<file path="src/rtl/uart_pkg.sv">
// Shared constants, interrupt-level encoding and threshold helper for the UART FIFOs.
package uart_pkg;

  localparam int unsigned UART_FIFO_DEPTH = 16;
  localparam int unsigned UART_FIFO_WIDTH = 8;

  typedef enum logic [2:0] {
    IFL_1_8 = 3'b000,
    IFL_1_4 = 3'b001,
    IFL_1_2 = 3'b010,
    IFL_3_4 = 3'b011,
    IFL_7_8 = 3'b100
  } uart_ifl_e;

  // Threshold in entries; reserved codes fall back to half full.
  function automatic int unsigned ifl_threshold(input logic [2:0] ifl_sel,
                                                input int unsigned depth);
    int unsigned k;
    case (uart_ifl_e'(ifl_sel))
      IFL_1_8: k = 1;
      IFL_1_4: k = 2;
      IFL_1_2: k = 4;
      IFL_3_4: k = 6;
      IFL_7_8: k = 7;
      default: k = 4;
    endcase
    return (depth / 8) * k;
  endfunction

endpackage

</file>
<file path="src/rtl/uart_fifo_mem.sv">
// DEPTH x WIDTH register file: one synchronous write port, one asynchronous read port.
module uart_fifo_mem
  import uart_pkg::*;
#(
  parameter int unsigned DEPTH = UART_FIFO_DEPTH,
  parameter int unsigned WIDTH = UART_FIFO_WIDTH
) (
  input  logic                     CLK,
  input  logic                     RSTn,
  input  logic                     we,
  input  logic [$clog2(DEPTH)-1:0] waddr,
  input  logic [WIDTH-1:0]         wdata,
  input  logic [$clog2(DEPTH)-1:0] raddr,
  output logic [WIDTH-1:0]         rdata
);

  logic [WIDTH-1:0] mem_q [DEPTH];

  always_ff @(posedge CLK or negedge RSTn) begin
    if (!RSTn) begin
      for (int i = 0; i < int'(DEPTH); i++) mem_q[i] <= '0;
    end else if (we) begin
      mem_q[waddr] <= wdata;
    end
  end

  assign rdata = mem_q[raddr];

endmodule

</file>
<file path="src/rtl/uart_tx_fifo.sv">
// UART transmit FIFO: buffers UARTDR writes, hands the head byte to the transmitter,
// and produces the TXFF/TXFE flags and TX interrupt level.
module uart_tx_fifo
  import uart_pkg::*;
#(
  parameter int unsigned DEPTH = UART_FIFO_DEPTH,
  parameter int unsigned WIDTH = UART_FIFO_WIDTH
) (
  input  logic                   CLK,
  input  logic                   RSTn,
  input  logic [WIDTH-1:0]       wr_data,
  input  logic                   wr_en,
  input  logic                   fifo_en,
  input  logic [2:0]             ifl_sel,
  output logic [WIDTH-1:0]       fifo_data,
  output logic                   fifo_data_valid,
  input  logic                   fifo_data_taken,
  output logic                   tx_full,
  output logic                   tx_empty,
  output logic                   tx_int_level,
  output logic                   wr_overflow,
  output logic [$clog2(DEPTH):0] level
);

  localparam int unsigned PW = $clog2(DEPTH);
  localparam int unsigned LW = PW + 1;

  logic [PW-1:0] wr_ptr;
  logic [PW-1:0] rd_ptr;
  logic          fifo_en_q;
  logic          flush;
  logic [LW-1:0] cap;
  logic [LW-1:0] th;
  logic          full;
  logic          push;
  logic          pop;
  logic          drop;

  // Any fifo_en edge flushes; a pop frees the slot a same-cycle write needs.
  always_comb begin
    flush = fifo_en ^ fifo_en_q;
    cap   = fifo_en ? LW'(DEPTH) : LW'(1);
    th    = LW'(ifl_threshold(ifl_sel, DEPTH));
    full  = (level >= cap);
    pop   = fifo_data_taken && (level != '0) && !flush;
    push  = wr_en && !flush && (!full || pop);
    drop  = wr_en && !flush && full && !pop;
  end

  always_ff @(posedge CLK or negedge RSTn) begin
    if (!RSTn) begin
      wr_ptr      <= '0;
      rd_ptr      <= '0;
      level       <= '0;
      fifo_en_q   <= 1'b0;
      wr_overflow <= 1'b0;
    end else begin
      fifo_en_q   <= fifo_en;
      wr_overflow <= drop;
      if (flush) begin
        wr_ptr <= '0;
        rd_ptr <= '0;
        level  <= '0;
      end else begin
        if (push) wr_ptr <= wr_ptr + PW'(1);
        if (pop)  rd_ptr <= rd_ptr + PW'(1);
        if (push && !pop)      level <= level + LW'(1);
        else if (pop && !push) level <= level - LW'(1);
      end
    end
  end

  uart_fifo_mem #(
    .DEPTH (DEPTH),
    .WIDTH (WIDTH)
  ) u_mem (
    .CLK   (CLK),
    .RSTn  (RSTn),
    .we    (push),
    .waddr (wr_ptr),
    .wdata (wr_data),
    .raddr (rd_ptr),
    .rdata (fifo_data)
  );

  assign fifo_data_valid = (level != '0);
  assign tx_empty        = (level == '0);
  assign tx_full         = (level == cap);
  assign tx_int_level    = fifo_en ? (level <= th) : (level == '0);

endmodule

</file>
<file path="config.mk">
export PLATFORM = sky130hd
export DESIGN_NAME = uart_tx_fifo
export DESIGN_NICKNAME = d
export VERILOG_FILES = /design/src/rtl/uart_pkg.sv /design/src/rtl/uart_fifo_mem.sv /design/src/rtl/uart_tx_fifo.sv
export SDC_FILE = /design/constraint.sdc
export NUM_CORES = 1
export LEC_CHECK = 0
export BUFFER_PORTS_ARGS = -buffer_cell sky130_fd_sc_hd__buf_2
export CAP_MARGIN = 20
export CORE_MARGIN = 1
export CORE_UTILIZATION = 50
export CTS_BUF_LIST = sky130_fd_sc_hd__clkbuf_4
export DETAILED_ROUTE_END_ITERATION = 10
export GPL_TIMING_DRIVEN = 0
export PLACE_DENSITY_LB_ADDON = 0.3
export SLEW_MARGIN = 20
export SYNTH_ARGS = -nofsm -noshare
export SYNTH_HDL_FRONTEND = slang
export SYNTH_SLANG_ARGS = --single-unit
</file>
<file path="constraint.sdc">
create_clock -name CLK -period 5.75 [get_ports CLK]
set_clock_uncertainty 0.1 [all_clocks]
set_input_delay 0.2875 -clock CLK [delete_from_list [all_inputs] [get_ports CLK]]
set_output_delay 0.2875 -clock CLK [all_outputs]
set_load 0.01 [all_outputs]
</file>
# Word level (Yosys, flattened, before mapping)
# Cells that the tools add are included.
[op_classes]
add_sub_neg = 4
order_cmp = 5
eq_ne = 4
muxes = 16
bitwise_logic = 3
n_reduce_logical = 20
[ops]
columns = ["op", "n"]
rows = [
  ["128-bit bitwise mux", 1],
  ["8-bit binary-select mux with 4-bit select", 1],
  ["8-bit demux with 4-bit select", 1],
  ["8-bit 2-to-1 mux", 3],
  ["5-bit 2-to-1 mux", 4],
  ["4-bit 2-to-1 mux", 4],
  ["3-bit case mux with 4 select lines", 1],
  ["5-bit >= comparator (second input constant)", 2],
  ["4-bit NOT with 5-bit output", 2],
  ["1-bit logical AND", 9],
  ["4-bit by 1-bit adder with 4-bit output (second input constant)", 2],
  ["5-bit by 1-bit adder with 5-bit output (second input constant)", 1],
  ["5-bit == test", 1],
  ["5-bit >= comparator", 1],
  ["5-bit <= comparator", 1],
  ["5-bit zero test", 1],
  ["5-bit by 1-bit less-than comparator with 1-bit output (second input constant)", 1],
  ["5-bit nonzero test", 1],
  ["5-bit by 1-bit subtractor with 5-bit output (second input constant)", 1],
  ["1-bit zero test", 4],
  ["2-bit nonzero test", 2],
  ["3-bit by 1-bit == test with 1-bit output (second input constant)", 1],
  ["3-bit by 2-bit == test with 1-bit output (second input constant)", 1],
  ["3-bit == test (second input constant)", 1],
  ["other kinds (5)", 5],
]
[totals]
ff_bits = 143
in_bits = 16
output_inout_bits = 18
word_cells = 73

# Longest topological paths before layout
[depth]
word_depth = 10
mapped_depth = 12
depth_no_buf = 11

# By module
# Synthesis repeated with hierarchy kept, for this count alone.
[unflattened]
hier_cells = 490
area_unflattened_um2 = 7066.8
[by_module_without_submodules]
columns = ["module", "n_inst", "cells_each", "area_each_um2", "seq_area_each_um2"]
rows = [
  ["uart_fifo_mem", 1, 365, 5915.7, 3203.1],
  ["uart_tx_fifo", 1, 125, 1151.1, 375.4],
]

# Worst setup path before layout
# OpenSTA, ideal clock, no wires.
[synth_path]
path_type = "reg2reg"
from = "reg level[0]"
to = "reg level[4]"
setup_time_ns = 0.087
t_arrival_ns = 3.258
required_ns = 5.563
path_slack_ns = 2.305
path_stages_with_launch = 13
n_path_buf = 1
synth_period_minus_slack_ns = 3.445
path_cell_list = "dfrtp_1 inv_1 ha_1 nor2_1 a31oi_4 buf_6 a21oi_1 o21ai_0 fa_1 a21o_1 a2111oi_0 mux2i_1 o211ai_1"
[synth_via]
elab_chain_len = 8
elab_cells_between_ends = 17
cone_classes = "add/sub: 2; order compare: 1; mux: 3; reduce/logical: 11"
[synth_lines]
columns = ["item", "line", "rtl"]
rows = [
  ["from (decl)", "uart_tx_fifo.sv:22", "output logic [$clog2(DEPTH):0] level"],
  ["from (signal assigned)", "uart_tx_fifo.sv:67", "if (push && !pop) level <= level + LW'(1);"],
  ["from (signal assigned)", "uart_tx_fifo.sv:68", "else if (pop && !push) level <= level - LW'(1);"],
  ["parallel branches: the longest is 8 deep, another holds 5-bit >= comparator", "-", ""],
]
# Several ways; the timed one is not identified. The select of a mux whose other input is x is not followed.
# A chain may end at the register's enable or synchronous reset.

# Worst setup path in the final report
# Same ends and word-level chain as after synthesis.

==> metrics.csv <==
metric,value,unit
die height,123.1,µm
Synth Net Count,575,
Max Freq,250.3,MHz
routability congestion estimate,0.8737,
per-cell routed wire length,21.38,µm
H-tree levels,4,
Max clock buf depth,2,
"Area growth, synth to finish",11.90,%
Num CTS Buffers,17,
Sw Share,34.35,%
max cap viols,0,
Sw Pwr,0.001057,W
largest net degree at the start of global routing,103,
vias after detailed routing,4835,
crit path buf inv count,2,
vias in the first global route,5130,
CP max stage cell,dfrtp_1,
CP endpoint kind,flip-flop,
nets,636,
startpoint types,flip-flop,
critical-path cell list,"inv_1, ha_1, nor2_1, a31oi_4, buf_6, a21oi_1, o21ai_0, fa_1, a21o_1, a2111oi_0, mux2i_1, o211ai_1",
required time worst endpoint,6.12,ns
Die Wd,123.1,µm
Hold WS,0.05663,ns
PwrDens,374.6,nW/µm²
Top delay family on crit path,compound AO/OA/AOI/OAI gates,
Starting Density,52.06,%
CTS root buf,clkbuf_4,
asr flop ratio synth,100.0,%
synth unique cells,48,
final hold violations,0,
CTS tree,yes,
sequential share of power,40.8,%
Synth warnings,0,
critical path type,reg2reg,
vias per inst,6.044,
First-pass DRT Iterations,5,
Resized cells post-CTS,0,
I/O pins,34,
Worst Path Arrival,4.36,ns
Clk pwr share,25.2,%
Final TNS setup,0,ns
Slew headroom,40.76,%
Clock Latency Late Sink,0.55,ns
global route overflow,0,
post-synthesis sequential area ratio,48.76,%
number of routed nets with antenna violations,0,
initial antenna violation count,1,
internal power,0.002019,W
Leak Pwr,3.765,nW
synthesized area per cell,13.49,µm²
cells after synthesis,544,
worst-margin pin slew,0.8886,ns
Clock transition at path regs,0.13,ns
DRC viols,0,
die footprint,15160,µm²
"commonest non-fill, non-tap cell in the layout",dfrtp_1,
peak supply drop,0.2783,mV
All-Layer GR Usage,25.21,%
Mapped Area,7338,µm²
DPL Wire Length,11630,µm
CP max stage delay,0.53,ns
top_reg_cell synth,dfrtp_1,
Port Buffers,31,
fraction of layout cells with a size suffix above 1,38.83,%
Iter 0 DRT Violations,334,
Hold WC Path Type,in2reg,
Tmin final,3.994,ns
status,"complete, no violations",
first-pass GRT wire length,27800,µm
crit path max fanout,10,
Tcrit/Tclk final,69.47,%
CTS sink count,143,
fin. max-slew vios,0,
core area,14100,µm²
Post-synth EDFFs,0,
Rows,43,
most frequent cells in the layout,"dfrtp_1 (143), mux2_2 (128), buf_2 (40)",
#FFs+latches synth,143,
routed wire length,17100,µm
Logic pwr share,34.0,%
Setup-failing EPs final,0,
unrepaired setup endpoints after global routing,false,
==> synth_stat cells, drive strengths merged, types with 2 or more instances <==
cell,n,area [µm²]
dfrtp,143,3578
mux2,129,1456
mux2i,39,390.4
nand2,25,93.84
clkbuf,23,86.33
a221oi,16,140.1
mux4,16,360.4
a21oi,15,176.4
buf,14,87.58
ha,14,175.2
o21ai,13,76.33
nand4,12,75.07
nor2,12,45.04
inv,9,33.78
a22oi,8,60.06
nand3,7,35.03
a211oi,6,95.09
and3,4,25.02
nor2b,4,25.02
xnor2,4,35.03
a21o,3,22.52
o211a,3,30.03
o211ai,3,22.52
or3,3,23.77
a2111oi,2,17.52
a31o,2,17.52
nor3,2,21.27
o31ai,2,15.01
xor2,2,17.52
==> stage by stage <==
stage	instances	setup slack, ns	power (W)	area (µm²)	utilization, %
floorplan	544	2.305	0.001995	7338	-
global placement	755	2.020	0.002265	7719	54.76
detailed placement	756	1.891	0.002311	7756	55.02
CTS	798	1.856	0.003098	8207	58.22
global route	800	1.504	0.003256	8212	58.25
finish	800	1.756	0.003076	8212	58.25
==> logic make-up (layout without fill, tap and decap cells) <==
kind of cell	Yosys count	in the layout	synth area share, %
and+or+nand+nor	71	71	4.859
muxes	184	184	30.08
DFF	143	143	48.76
other	0	2	0
AOI/OAI and AO/OA	79	79	10.09
adders and majority gates	15	15	2.660
xor gates and xnor gates	6	6	0.7161
buffers and inverters	46	120	2.830
==> final cells by class <==
class	instances	area, µm²
Fill cell	1105	5884
Sequential cell	143	3578
Multi-Input combinational cell	355	3552
Timing Repair Buffer	42	292.8
Tap cell	180	225.2
Clock inverter	13	207.7
Buffer	37	173.9
Clock buffer	19	142.6
Inverter	9	33.78
Antenna cell	2	5.005
==> final timing paths <==
kind | startpoint | endpoint | slack (ns) | cells after the start
setup reg to reg | level[0] | level[4] | 1.76 | 12
min in group asynchronous | RSTn | wr_overflow | 0.10 | 2
hold reg to reg | u_mem.mem_q[124] | u_mem.mem_q[124] | 0.42 | 1
setup / recovery | level[0] | level[4] | 1.76 | 12
hold / removal | fifo_data_taken | level[2] | 0.06 | 3
max in group asynchronous | RSTn | u_mem.mem_q[25] | 4.65 | 3
==> sequential cells by signal, summed over array words and instances (netlist names) <==
name         cells
fifo_en_q        1
u_mem.mem_q    128
level            5
rd_ptr           4
wr_ptr           4
wr_overflow      1
==> power groups by stage <==
stage	clock [W]	combinational, W	sequential, W
global placement	0	0.00101	0.00126
detailed placement	0	0.00104	0.00127
CTS	0.000796	0.00105	0.00125
floorplan	0	0.000749	0.00125
global route	0.000840	0.00114	0.00128
finish	0.000775	0.00105	0.00125
==> per-layer routing <==
metal	up-vias	wire (µm)	global-route usage [%]
met3	36	621	5.397
met5	-	0	0
met2	109	8261	40.29
met1	2527	7626	33.16
li1	2163	-	-
met4	0	591	10.99
==> tightest hold or removal path, cell delays in order <==
cell and delay, ns:
buf_2 0.19, o2111ai_1 0.13, o31ai_1 0.08
==> timing repair <==
action                                  CTS  global route
hold endpoints to repair                192             0
hold buffers                             10             0
setup buffers                             0             0
endpoints found under the setup margin    0             0
Power figures use the tool's default switching activity.
